==> src/rtl/ifetch_queue.sv <==
// In-order instruction fetch: issues word requests, queues responses with their PCs, presents them to decode.
// Output is a combinational view of the head entry; requests stall when allocated plus to-be-dropped reach DEPTH.
module ifetch_queue #(
  parameter int          DEPTH    = 4,
  parameter logic [63:0] RESET_PC = 64'h0
) (
  input  logic        clk,
  input  logic        reset,
  output logic        imem_req_valid,
  input  logic        imem_req_ready,
  output logic [63:0] imem_req_addr,
  input  logic        imem_resp_valid,
  input  logic [31:0] imem_resp_data,
  input  logic        redirect_valid,
  input  logic [63:0] redirect_pc,
  output logic        out_valid,
  input  logic        out_ready,
  output logic [31:0] out_instr,
  output logic [63:0] out_pc
);

  localparam int          PW      = (DEPTH > 1) ? $clog2(DEPTH) : 1;
  localparam int          CW      = $clog2(DEPTH + 1);
  localparam logic [CW:0] DEPTH_C = (CW + 1)'(DEPTH);

  logic [63:0]      fetch_pc;
  logic [63:0]      pc_q    [DEPTH];
  logic [31:0]      instr_q [DEPTH];
  logic [DEPTH-1:0] filled_q;
  logic [PW-1:0]    head, fill, tail;
  logic [CW-1:0]    count, pend_cnt, drop_cnt;
  logic [CW:0]      credit_used, drop_on_redirect;
  logic             accept, pop, resp_fill, resp_drop, head_vld;

  always_comb begin
    credit_used    = {1'b0, count} + {1'b0, drop_cnt};
    head_vld       = (count != '0) && !reset;
    imem_req_valid = !reset && !redirect_valid && (credit_used < DEPTH_C);
    imem_req_addr  = fetch_pc;
    accept         = imem_req_valid && imem_req_ready;
    out_valid      = head_vld && filled_q[head] && !redirect_valid;
    out_pc         = head_vld ? pc_q[head] : '0;
    out_instr      = head_vld ? instr_q[head] : '0;
    pop            = out_valid && out_ready;
    resp_drop      = imem_resp_valid && (drop_cnt != '0);
    resp_fill      = imem_resp_valid && (drop_cnt == '0) && (pend_cnt != '0);
    // Every unfilled entry still owes a response; the one arriving now is consumed by the flush.
    drop_on_redirect = {1'b0, drop_cnt} + {1'b0, pend_cnt};
    if (imem_resp_valid && (drop_on_redirect != '0))
      drop_on_redirect = drop_on_redirect - (CW + 1)'(1);
  end

  always_ff @(posedge clk) begin
    if (reset) begin
      fetch_pc <= RESET_PC;
      head     <= '0;
      fill     <= '0;
      tail     <= '0;
      count    <= '0;
      pend_cnt <= '0;
      drop_cnt <= '0;
      filled_q <= '0;
    end else if (redirect_valid) begin
      fetch_pc <= redirect_pc & ~64'h3;
      head     <= '0;
      fill     <= '0;
      tail     <= '0;
      count    <= '0;
      pend_cnt <= '0;
      drop_cnt <= drop_on_redirect[CW-1:0];
    end else begin
      if (accept) begin
        filled_q[tail] <= 1'b0;
        tail           <= tail + PW'(1);
        fetch_pc       <= fetch_pc + 64'd4;
      end
      if (resp_fill) begin
        filled_q[fill] <= 1'b1;
        fill           <= fill + PW'(1);
      end
      if (pop)
        head <= head + PW'(1);
      if (resp_drop)
        drop_cnt <= drop_cnt - CW'(1);
      count    <= count + CW'(accept) - CW'(pop);
      pend_cnt <= pend_cnt + CW'(accept) - CW'(resp_fill);
    end
  end

  // Payload storage needs no reset; an entry's instr is zeroed on allocation so an unfilled head reads 0.
  always_ff @(posedge clk) begin
    if (accept) begin
      pc_q[tail]    <= fetch_pc;
      instr_q[tail] <= '0;
    end
    if (resp_fill && !reset && !redirect_valid)
      instr_q[fill] <= imem_resp_data;
  end

endmodule

==> config.mk <==
export PLATFORM = sky130hd
export DESIGN_NAME = ifetch_queue
export DESIGN_NICKNAME = d
export VERILOG_FILES = /design/src/rtl/ifetch_queue.sv
export SDC_FILE = /design/constraint.sdc
export NUM_CORES = 1
export LEC_CHECK = 0
export CAP_MARGIN = 10
export CORE_MARGIN = 8
export CORE_UTILIZATION = 45
export DETAILED_ROUTE_END_ITERATION = 7
export GPL_ROUTABILITY_DRIVEN = 0
export GPL_TIMING_DRIVEN = 1
export HOLD_SLACK_MARGIN = 0.03
export PLACE_DENSITY = 0.7
export SYNTH_ARGS = -nofsm -noshare
export SYNTH_HDL_FRONTEND = slang
export SYNTH_SLANG_ARGS = --single-unit
==> constraint.sdc <==
create_clock -name clk -period 4.6 [get_ports clk]
set_input_delay 0.92 -clock clk [delete_from_list [all_inputs] [get_ports clk]]
set_output_delay 0.92 -clock clk [all_outputs]
set_load 0.1 [all_outputs]
== Word level (Yosys, flattened, before mapping) ==
Memory sizes are Yosys's and may differ from the RTL's. A register that Yosys moved wholly into a read port is not among the register bits.
Index checks and enable logic that the tools add are counted.

* Bits in registers: 83
* Bits in writable memories: 384
* Input port bits: 102
* Logic and storage cells: 82
* Memories kept: 2

* Add/sub/neg operators: 12
* $lt $le $gt $ge: 6
* Mux-type cells: 25
* Bitwise logic cells: 3
* Reduce and logical (&&, ||, !) cells: 25

{| class="wikitable"
|+ Memories
! name !! depth !! bits a word !! rd ports !! clocked after Yosys merged registers in !! write ports !! RTL line !! text
|-
| pc_q || 4 || 64 || 1 || 1 || 1 || 27 || <nowiki>logic [63:0] pc_q [DEPTH];</nowiki>
|-
| instr_q || 4 || 32 || 1 || 1 || 2 || 28 || <nowiki>logic [31:0] instr_q [DEPTH];</nowiki>
|}

{| class="wikitable"
|+ Operators by type and width
! cell !! number
|-
| $mux W64 || 3
|-
| $add A64 B3 Y64 const B || 1
|-
| $mux W32 || 1
|-
| $mux W4 || 4
|-
| $logic_and A1 B1 Y1 || 15
|-
| $lt A2 B3 Y1 const B || 3
|-
| $mux W3 || 3
|-
| $reduce_bool A3 Y1 || 3
|-
| $add A3 B3 Y4 || 2
|-
| $mux W2 || 4
|-
| $mux W1 || 7
|-
| $add A2 B1 Y2 const B || 3
|-
| $add A3 B1 Y3 || 2
|-
| $sub A3 B1 Y3 || 2
|-
| $sub A3 B1 Y3 const B || 2
|-
| $and A4 B4 Y4 || 1
|-
| $demux W1 S2 || 2
|-
| $ge A2 B1 Y1 const B || 2
|-
| $lt A4 B3 Y1 const B || 1
|-
| $not A4 Y4 || 1
|-
| $or A4 B4 Y4 || 1
|-
| $reduce_bool A2 Y1 || 2
|-
| $reduce_bool A4 Y1 || 1
|-
| $logic_not A3 Y1 || 1
|-
| other kinds (3) || 4
|}

== Depth between registers and ports, before layout ==
* Depth in word-level cells: 11
* Depth in mapped cells: 15

== Worst setup path before layout ==
Ideal clock, no wire load.

* Path kind: input port to flip-flop
* Start point: in redirect_valid
* End point: reg count[2]
* Library setup time: 0.128 ns
* Data arrival time: 5.781 ns
* Data required time: 4.472 ns
* Setup slack: -1.308 ns
* Stages on the path: 10
* Cells stage by stage: clkbuf_1 -> nor4b_1 -> and2_1 -> ha_1 -> inv_1 -> ha_1 -> fa_1 -> xnor2_1 -> xnor2_1 -> nor2_1

* Elaborated cells between the ends (all ways): 9
* Those cells by class: add/sub: 2; reduce/logical: 7

{| class="wikitable"
|+ RTL lines
! item !! RTL line !! text
|-
| start: declaration || 14 || <nowiki>input logic redirect_valid,</nowiki>
|-
| $logic_not A1 Y1 || 41 || <nowiki>out_valid = head_vld && filled_q[head] && !redirect_valid;</nowiki>
|-
| $logic_and A1 B1 Y1 || 41 ||
|-
| named net out_valid || 16 || <nowiki>output logic out_valid,</nowiki>
|-
| $logic_and A1 B1 Y1 || 44 || <nowiki>pop = out_valid && out_ready;</nowiki>
|-
| named net pop || 33 || <nowiki>logic accept, pop, resp_fill, resp_drop, head_vld;</nowiki>
|-
| $sub A3 B1 Y3 || 85 || <nowiki>count <= count + CW'(accept) - CW'(pop);</nowiki>
|-
| end signal: assignment || 85 ||
|-
| end: declaration || 31 || <nowiki>logic [CW-1:0] count, pend_cnt, drop_cnt;</nowiki>
|}

The timed path passes the listed nets, and every way through them passes these cells.
A chain may end at the register's enable or synchronous reset.

==> impl_metrics.toml <==
[floorplanning]
die_w_um = 227
start_util = 0.455
rows = 77
fp.dieH_um = 227
dieArea_sq_um = 51500
fp.coreArea_sq_um = 44000
io_pins = 264

[grt]
grt_pass1_vias = 12800
grt_start_max_net_pins = 78
grt_use_total = 0.201
antenna_found_initial = 7
gr-total-overflow = 0
grt_pass1_wl_mm = 78.8

[drt]
drtIter0Drc = 1144
wl_per_cell_um = 23.1
dr.pass1.iters = 8
finalWirelength_mm = 52.4
post-route-drc-count = 0
num_vias = 12700
ant_nets = 0
drt-vias-per-instance = 5.59

[timing]
hold_viol_final = 0
final-setup-viol-count = 0
holdWs_ps = 490
skew_ps = 14.2
timing.slew.headroom = 0.264
period_share = 0.839
maxSlewViolCount = 0
setup_tns_ps = 0
fin_crit_ps = 3860
tightest_slew_ps = 1100
rsz0062_at_grt = "false"
fmax_mhz = 259

[critical_path]
rr_worst_depth = 6
path_delay_family = "buffers and inverters"
worstPathRequired_ps = 3680
cpMaxStageDelayCell = "mux4_2"
cp_data_arrival_time_ps = 2940
r2r_setup_slack_ps = 1390
critPathMaxStageDelay_ps = 670
r2r-start = "imem_req_addr[2]"
reg2reg_to = "imem_req_addr[63]"
path_class = "flip-flop to output port"
cp_max_fo = 62
crit_chain = "buf_12, mux4_2, nor2b_1, buf_4"
critPathCaptureType = "output port"
worst-path-buf-inv = 2
start_kind = "flip-flop"

[clock_tree]
numCtsBuffers = 49
cts_tree = "built"
ctsHoldBuffers = 0
htreeDepth = 2
cts_setup_buffers = 0
cts.repair.resized = 0
clkTransAtPathRegs_ps = 60
cts_buffer_depth = 3
clockRootBuffer = "clkbuf_16"
worst_skew_pair.late_latency_ps = 590
cts_sinks = 459

[synth]
ys_ff_latch = 459
yosysUniqueCellTypes = 69
async_flop_share = 0
avgSynthCellArea_sq_um = 14.7
yosysWarnings = 0
synth_ff_type = "edfxtp_1"
seq_area_frac_synth = 0.647
synth_area_sq_um = 20000
synth_edf_count = 376
synthCells = 1365

[layout]
fillCellCount = 3557
finalNetCount = 1756
layout-drive-gt1-share = 0.199
final_cells = 2266
area_growth_pct = 23.6
fin_util = 0.562
design_area_sq_um = 24700

[worst_hold_path]
hold_path_depth = 1
hp-start = "filled_q[3]"
hold_path_class = "flip-flop to flip-flop"
hold_path_end = "filled_q[3]"

[placed_design]
place_hpwl_mm = 33.4
dpl_cell_area_sq_um = 23000
dp.cells = 2171
portBuffers = 257

[power_and_ir_drop]
peakVddDrop_mv = 0.349
leakagePower_nw = 8.55
power_density_nw_per_um2 = 390

[job]
drv_cap = 0

[status]
status = "finished, final reports clean"
state kept, by name (all words and copies together), names as in the netlist, named ones only:
signal,cells
instr_q,128
drop_cnt,3
head,2
count,3
pc_q,248
imem_req_addr,62
fill,2
filled_q,4
pend_cnt,3
tail,2
final cells by class:
| class | count | area (sq um) | area share |
|---|---|---|---|
| Antenna cell | 3 | 7.51 | 0.000304 |
| Clock buffer | 70 | 1390 | 0.0561 |
| Clock inverter | 22 | 312 | 0.0126 |
| Inverter | 26 | 97.6 | 0.00395 |
| Multi-Input combinational cell | 802 | 6610 | 0.267 |
| Sequential cell | 459 | 13000 | 0.524 |
| Tap cell | 592 | 741 | 0.0299 |
| Timing Repair Buffer | 292 | 2620 | 0.106 |
metal layers:
layer	vias to the layer above	GRT usage	part of all wire
met4	8	0.0596	0.024
met5	-	0	0.00086
li1	5706	-	-
met2	465	0.329	0.48
met1	6396	0.260	0.41
met3	83	0.0569	0.085
placed cells by master (no fill, tap or decap), types with 4 or more instances in the layout:
| master | netlist | routed |
|---|---|---|
| o211ai_1 | 10 | 10 |
| nor2_1 | 52 | 52 |
| conb_1 | 1 | 4 |
| inv_2 | 1 | 5 |
| nor3_1 | 22 | 22 |
| xnor2_1 | 24 | 24 |
| edfxtp_1 | 376 | 376 |
| clkinv_2 | 0 | 5 |
| nand2_1 | 57 | 57 |
| a21oi_1 | 49 | 49 |
| a31oi_1 | 14 | 14 |
| clkbuf_1 | 55 | 14 |
| buf_4 | 4 | 128 |
| a211oi_1 | 8 | 8 |
| inv_1 | 25 | 21 |
| nand3_1 | 26 | 26 |
| ha_1 | 21 | 21 |
| or2_2 | 5 | 4 |
| clkbuf_16 | 0 | 50 |
| xor2_1 | 12 | 12 |
| clkbuf_8 | 3 | 6 |
| and2_1 | 142 | 142 |
| clkinv_1 | 0 | 4 |
| a31o_2 | 4 | 4 |
| mux4_2 | 95 | 95 |
| nand4_1 | 24 | 24 |
| dfxtp_1 | 83 | 81 |
| and3_1 | 12 | 12 |
| or3_1 | 6 | 6 |
| bufinv_16 | 0 | 7 |
| clkdlybuf4s50_1 | 0 | 159 |
| o21ai_0 | 31 | 31 |
| a221oi_1 | 5 | 5 |
| and4_1 | 6 | 6 |
| nor4_1 | 11 | 11 |
| o22ai_1 | 10 | 10 |
| o21a_1 | 4 | 4 |
| nor2b_1 | 94 | 94 |
| mux2i_1 | 4 | 4 |
| a22oi_1 | 5 | 5 |
cells in the mapped netlist, types with 11 or more instances:
master / count / area share
a31oi_1: 14 / 0.0044
and2_1: 142 / 0.044
and3_1: 12 / 0.0038
clkbuf_1: 55 / 0.010
inv_1: 25 / 0.0047
nand2_1: 57 / 0.011
ha_1: 21 / 0.013
xor2_1: 12 / 0.0053
nor4_1: 11 / 0.0034
nand4_1: 24 / 0.0075
nor2b_1: 94 / 0.029
dfxtp_1: 83 / 0.083
edfxtp_1: 376 / 0.56
nand3_1: 26 / 0.0065
nor3_1: 22 / 0.0055
nor2_1: 52 / 0.0098
xnor2_1: 24 / 0.011
o21ai_0: 31 / 0.0078
mux4_2: 95 / 0.11
a21oi_1: 49 / 0.012
cells by family after synthesis:
group / Yosys count / synth area share
xor+xnor: 36 / 0.0158
mux: 100 / 0.109
buf+inv: 107 / 0.0239
simple gates: 481 / 0.139
fa+ha+maj: 24 / 0.0161
compound gates: 157 / 0.0489
flops: 459 / 0.647
other cells: 1 / 0.000187
where the power goes:
group | internal (mW) | switching [mW]
combinational | 0.269 | 0.566
sequential | 4.57 | 0.113
clock | 2.50 | 1.63
total | 7.34 | 2.30
worst max-delay path by stage:
stage,from,end,slack [ps],cells after the start
floorplan,redirect_valid,count[2],220,10
global placement,redirect_valid,instr_q[3][8],1030,8
detailed placement,redirect_valid,instr_q[1][8],980,8
CTS,count[0],out_pc[6],690,5
global route,flip-flop,out_pc[22],580,4
finish,flip-flop,out_pc[22],740,4
through the flow:
step | total power, mW | setup slack, ps
finish | 9.64 | 739
global route | 9.92 | 582
CTS | 9.71 | 694
detailed placement | 5.60 | 979
global placement | 5.59 | 1030
floorplan | 5.30 | 216
Power figures use the tool's default switching activity.
